File: src/rtl/seq_addsub_unit.sv
// seq_addsub_unit: multi-cycle chunked two's-complement add/subtract with CF/OF/ZF/SF flags
module seq_addsub_unit #(
  parameter int WIDTH = 64,
  parameter int CHUNK = 8
) (
  input  logic             clk,
  input  logic             rst_n,
  input  logic             start,
  input  logic             op,
  input  logic [WIDTH-1:0] a,
  input  logic [WIDTH-1:0] b,
  output logic             busy,
  output logic             done,
  output logic [WIDTH-1:0] result,
  output logic             carry_out,
  output logic             overflow,
  output logic             zero,
  output logic             sign
);
  localparam int N  = WIDTH / CHUNK;
  localparam int IW = N > 1 ? $clog2(N) : 1;
  typedef enum logic [1:0] {IDLE, RUN, DONE} state_t;
  state_t           state, state_n;
  logic [WIDTH-1:0] opa, opb, acc, acc_n;
  logic [IW-1:0]    idx;
  logic [CHUNK-1:0] ca, cb;
  logic [CHUNK:0]   s;
  logic             carry, cmsb, last, accept;
  assign busy   = state == RUN;
  assign done   = state == DONE;
  assign last   = idx == IW'(N - 1);
  assign accept = start && state != RUN;
  // one chunk of the ripple: the carry into the top bit falls out of sum ^ a ^ b
  always_comb begin
    ca = opa[int'(idx)*CHUNK +: CHUNK];
    cb = opb[int'(idx)*CHUNK +: CHUNK];
    s = {1'b0, ca} + {1'b0, cb} + (CHUNK + 1)'(carry);
    cmsb = s[CHUNK-1] ^ ca[CHUNK-1] ^ cb[CHUNK-1];
    acc_n = acc;
    acc_n[int'(idx)*CHUNK +: CHUNK] = s[CHUNK-1:0];
  end
  // next-state: start is only honoured outside RUN
  always_comb begin
    state_n = state == RUN ? (last ? DONE : RUN) : (start ? RUN : IDLE);
  end
  // state register
  always_ff @(posedge clk) begin
    if (!rst_n) state <= IDLE;
    else state <= state_n;
  end
  // operand latch, chunk accumulation and registered result/flags on entry to DONE
  always_ff @(posedge clk) begin
    if (!rst_n) begin
      opa       <= '0;
      opb       <= '0;
      acc       <= '0;
      idx       <= '0;
      carry     <= 1'b0;
      result    <= '0;
      carry_out <= 1'b0;
      overflow  <= 1'b0;
      zero      <= 1'b0;
      sign      <= 1'b0;
    end else if (accept) begin
      opa   <= a;
      opb   <= op ? ~b : b;
      carry <= op;
      idx   <= '0;
      acc   <= '0;
    end else if (state == RUN) begin
      acc   <= acc_n;
      carry <= s[CHUNK];
      idx   <= idx + IW'(1);
      if (last) begin
        result    <= acc_n;
        carry_out <= s[CHUNK];
        overflow  <= cmsb ^ s[CHUNK];
        zero      <= acc_n == '0;
        sign      <= acc_n[WIDTH-1];
      end
    end
  end
endmodule

File: config.mk
export PLATFORM = sky130hd
export DESIGN_NAME = seq_addsub_unit
export DESIGN_NICKNAME = d
export VERILOG_FILES = /design/src/rtl/seq_addsub_unit.sv
export SDC_FILE = /design/constraint.sdc
export NUM_CORES = 1
export LEC_CHECK = 0
export ABC_AREA = 1
export CAP_MARGIN = 20
export CORE_MARGIN = 3
export CORE_UTILIZATION = 49
export CTS_CLUSTER_SIZE = 10
export DETAILED_ROUTE_END_ITERATION = 16
export PLACE_DENSITY = 0.75
export SLEW_MARGIN = 20
export SYNTH_ARGS = -nofsm -noshare
export SYNTH_HDL_FRONTEND = slang
export SYNTH_SLANG_ARGS = --single-unit
File: constraint.sdc
create_clock -name clk -period 3.5 [get_ports clk]
set_input_delay 1.05 -clock clk [delete_from_list [all_inputs] [get_ports clk]]
set_output_delay 1.05 -clock clk [all_outputs]
set_load 0.1 [all_outputs]
* After elaboration in Yosys (flattened, before gate mapping)
Index checks and enable logic that the tools add are counted.
W data, S select, Z words.
** Storage, ports and cells
- Register bits after elaboration :: 266
- Input port bits :: 132
- Word-level logic and storage cells :: 41
** Operators by class
- Add/sub/neg operators :: 4
- Equality and inequality tests :: 4
- Shifts and indexed selects :: 4
- Muxes and demuxes :: 7
- Bitwise operators :: 6
- Reduce and logical (&&, ||, !) cells :: 5
** Operators by type and width (count)
- $shiftx A64 B7 Y8 :: 2
- $bwmux W64 :: 1
- $logic_not A64 Y1 :: 1
- $mux W64 :: 1
- $not A64 Y64 :: 1
- $shift A8 B33 Y64 const A :: 1
- $shiftx A8 B33 Y64 :: 1
- $neg A6 Y33 :: 1
- $add A8 B8 Y9 :: 1
- $add A9 B1 Y9 :: 1
- $mux W2 :: 2
- $add A3 B1 Y3 const B :: 1
- $eq A3 B3 Y1 const B :: 1
- $mux W1 :: 3
- $reduce_and A3 Y1 :: 1
- $xor A1 B1 Y1 :: 3
- $eq A2 B1 Y1 const B :: 1
- $eq A2 B2 Y1 const B :: 1
- $ne A2 B1 Y1 const B :: 1
- $not A1 Y1 :: 2
- $reduce_bool A2 Y1 :: 1
- $reduce_or A2 Y1 :: 1
- $logic_and A1 B1 Y1 :: 1

* Longest topological paths before layout
- Word-level depth :: 6
- Gate-level depth with buffers :: 30
- Depth with buffers taken out :: 26

* Worst setup path before layout
No wires, ideal clock.
- Kind :: reg-to-reg
- From :: register idx[0]
- To :: register zero
- Setup time :: 0.115 ns
- Data arrival time :: 3.327 ns
- Data required time :: 3.385 ns
- Setup slack :: 0.058 ns
- Cell stages (with the launch flop) :: 27
- Buffers on the path :: 5
- Clock period less this slack :: 3.442 ns
- Cells stage by stage :: dfxtp_1 > buf_6 > inv_4 > buf_2 > buf_2 > buf_2 > buf_2 > a21oi_1 > o21ai_0 > a31oi_1 > fa_1 > inv_1 > fa_1 > nor2_1 > inv_1 > nor2_1 > inv_1 > o21ai_1 > nor2_1 > nand3_1 > nor2_1 > nand2_1 > nor2_1 > nand2_1 > nor2_1 > nand2_1 > nand2_1
** On the way
- Word-level cells in the longest chain between the ends :: 6
- Elaborated cells on any way between the ends :: 11
- Classes of those cells :: add/sub: 3; eq/ne: 1; shift: 4; mux: 1; reduce/logical: 2
** RTL lines
- start: declaration :: RTL line 25 : logic [IW-1:0] idx;
- start signal: assignment :: RTL line 73 : idx <= idx + IW'(1);
- $shiftx A64 B7 Y8, on equally long branches :: RTL line 35, 36
- $add A8 B8 Y9 :: RTL line 37 : s = {1'b0, ca} + {1'b0, cb} + (CHUNK + 1)'(carry);
- $add A9 B1 Y9 :: RTL line 37
- $shiftx A8 B33 Y64 :: RTL line 40 : acc_n[int'(idx)*CHUNK +: CHUNK] = s[CHUNK-1:0];
- $bwmux W64 :: RTL line 40
- $logic_not A64 Y1 :: RTL line 78 : zero <= acc_n == '0;
- end signal: assignment :: RTL line 62 : zero <= 1'b0;
- end signal: assignment :: RTL line 78
- end: declaration :: RTL line 17 : output logic zero,
Parallel ways exist; a longest one is shown, timed or not.
A chain may end at the register's enable or synchronous reset.

* Worst setup path after layout
Same ends and word-level chain as after synthesis.

==> results_dict.tcl <==
set metrics [dict create \
    clk_latency_ns 0.55 \
    io_pins 202 \
    setup_violations 0 \
    drtAntennaViolNets 0 \
    cts.sinks 265 \
    synth_area_um2 12200 \
    nets 2046 \
    p_switching_uw 1990 \
    clk_path_buf_depth 3 \
    via_per_inst 5.40 \
    synth_compound_area_frac 0.209 \
    synth-adder-area-share 0.0145 \
    critPathMaxFanout 8 \
    worstSetupPathType "flip-flop to flip-flop" \
    hpwl_um 27100 \
    die_area_um2 26900 \
    synth_ff_type "dfxtp_1" \
    cts_buffers 30 \
    start_util 0.501 \
    wl_per_cell_um 17.0 \
    sequentialPowerShare 0.447 \
    hp-class "flip-flop to flip-flop" \
    synth_cell_types 45 \
    cap_violations 0 \
    ys_warn_count 0 \
    grtUsageTotal 0.272 \
    critPathLaunch "idx[0]$_SDFFE_PP0P_" \
    htree_levels 1 \
    dieHeight_um 164 \
    synth_edf_count 0 \
    totalPowerFinal_uw 7300 \
    min_period_over_period 0.946 \
    io_buffers 201 \
    hold_buffers 0 \
    yosysTopAreaCell "dfxtp_1" \
    cts_tree "yes" \
    core_um2 24400 \
    synth_top_area_share 0.434 \
    critPathLaunchType "flip-flop" \
    slew_headroom 0.514 \
    timing.final.hold_violations 0 \
    drive_gt1_frac 0.138 \
    cts-root-buf "clkbuf_16" \
    grt_pass1_wl_um 58800 \
    internal_power_uw 5300 \
    area_growth_pct 28.7 \
    synth_common_cells "299 x nand2_1, 274 x o21ai_0, 265 x dfxtp_1" \
    clkTransAtPathRegs_ns 0.06 \
    n_antenna_cell 0 \
    num-fill-cells 2223 \
    r2r-start "idx[0]$_SDFFE_PP0P_" \
    avgSynthCellArea_um2 7.19 \
    swShare 0.273 \
    syn_inst 1701 \
    rsz0062_at_grt "yes" \
    ys_ff_latch 265 \
    die-width_um 164 \
    drc 0 \
    leakage_uw 0.00683 \
    worstPathRequired_ns 3.98 \
    pwr-share-clk 0.372 \
    synthMuxAreaShare 0 \
    worst_pin_slew_ns 0.728 \
    synth_xor_area_frac 0.0480 \
    post-place-ws_ns -0.00317 \
    asyncSetResetFlopFracSynth 0 \
    ir_worst_vdd_uv 358 \
    grt_overflow 0 \
    yosys.area_share.simple 0.206 \
    rows 57 \
    first_pass_iters 5 \
    p_per_area_nw_per_um2 464 \
    final_critical_path_setup_slack_ns 0.188 \
    fin_area_um2 15700 \
    critical_path.endpoint_type "flip-flop" \
    dr_total_vias 12023 \
    grt_max_degree 115 \
    synth_fp_nets 1846 \
    skew_ns 0.0159 \
    drt_iter0_markers 975 \
    placed_cell_area_um2 14600 \
    cp.arrival_ns 3.79 \
    place_congestion 0.982 \
    slew_violations 0 \
    hold_start "opa[47]$_SDFFE_PN0P_" \
    min_period_ns 3.31 \
    synth_top_family_by_area "compound AO/OA/AOI/OAI gates" \
    antenna_found_initial 0 \
    seq_area_frac_synth 0.434 \
    fmax_mhz 302 \
    netlist_top_cells_area "dfxtp_1 43%, o21ai_0 11%, nand2_1 9.2%, nor2_1 7.9%, inv_1 4.3%" \
    p_comb_frac 0.181 \
    grt_pass1_vias 11127 \
    routed_wl_um 37800 \
    synth.most_common_cell "nand2_1" \
    outcome "complete, no violations" \
]
[placed cells by master, fill, tap and decap left out, types with 10 or more instances in the layout]
cell,synthesis,routed
nor2_2,3,10
nand2_1,299,293
xor2_1,22,22
inv_2,11,14
buf_12,0,10
dfxtp_1,265,263
nand3_1,33,28
o22ai_1,19,19
inv_1,140,136
a21oi_1,81,76
clkdlybuf4s50_1,0,129
o21ai_1,11,17
o21ai_0,274,267
a211oi_1,11,11
buf_4,3,137
clkbuf_16,0,34
ha_1,11,11
o211ai_1,40,40
xnor2_1,45,45
nor2_1,257,246
[what timing repair did]
item                                    in CTS  in global routing
gates cloned                                 0                  3
gates resized for setup                      2                 56
endpoints found under the setup margin       1                 26
pin swaps                                    0                 15
setup buffers                                0                  8
[cells by family (layout without fill, tap and decap cells)]
family / count (synthesis) / in the layout
and+or+nand+nor: 622 / 622
AOI/OAI and AO/OA: 465 / 465
buffers and inverters: 269 / 472
DFF: 265 / 265
xor gates and xnor gates: 67 / 67
adders and majority gates: 13 / 13
[through the flow]
stage	hold slack, ns	util	instances	TNS, ns
global placement	0.437	0.599	2182	0
detailed placement	0.445	0.599	2182	-0.00317
floorplan	0.423	-	1701	0
finish	0.455	0.645	2228	0
CTS	0.453	0.633	2217	0
global route	0.478	0.645	2228	-0.0608
[final timing paths]
| check | to | slack, ns | depth (start not counted) |
|---|---|---|---|
| max | zero$_SDFFE_PN0P_ | 0.19 | 24 |
| min | opa[47]$_SDFFE_PN0P_ | 0.45 | 2 |
| max reg2reg | zero$_SDFFE_PN0P_ | 0.19 | 24 |
| min reg2reg | opa[47]$_SDFFE_PN0P_ | 0.45 | 2 |
[worst max-delay path, stage by stage (launching register included)]
cell     delay [ns]
dfxtp_4        0.44
inv_8          0.07
buf_12         0.14
a21oi_2        0.12
o21ai_1        0.07
nand2_1        0.08
nor2_2         0.05
a31oi_4        0.18
fa_2           0.25
inv_2          0.04
fa_2           0.57
nor2_4         0.04
inv_2          0.07
nor2_4         0.06
nand2_1        0.10
nand2_1        0.07
nor2_1         0.11
nand3_1        0.15
nor2_1         0.13
nand3_1        0.07
nor2_1         0.13
nand3_1        0.08
nor2_1         0.09
nand2_1        0.07
nand2_1        0.05
[sequential cells by signal, indices dropped and copies added, names as in the netlist]
signal,cells
result,64
state,2
opb,64
opa,64
overflow,1
idx,3
carry,1
carry_out,1
zero,1
acc,64
[layer usage]
layer,track usage,wire (um),vias up
li1,-,-,5928
met1,0.390,17200,5573
met2,0.435,17100,457
met3,0.0343,2620,65
met4,0.0704,937,0
met5,0,0,-
[power groups by stage]
stage          sequential (uW)  clock, uW  combinational, uW
6_report                  3260       2710               1320
5_1_grt                   3270       2860               1460
4_1_cts                   3260       2750               1260
3_5_place_dp              3320          0               1250
3_3_place_gp              3320          0               1240
2_1_floorplan             3290          0                745
[area by class of cell]
cell class	count	area, um^2	area share
Multi-Input combinational cell	1167	5990	0.381
Sequential cell	265	5310	0.338
Timing Repair Buffer	282	2630	0.167
Clock buffer	35	801	0.0509
Inverter	155	598	0.0380
Tap cell	324	405	0.0258
No activity file was read; power rests on OpenSTA's default activity.
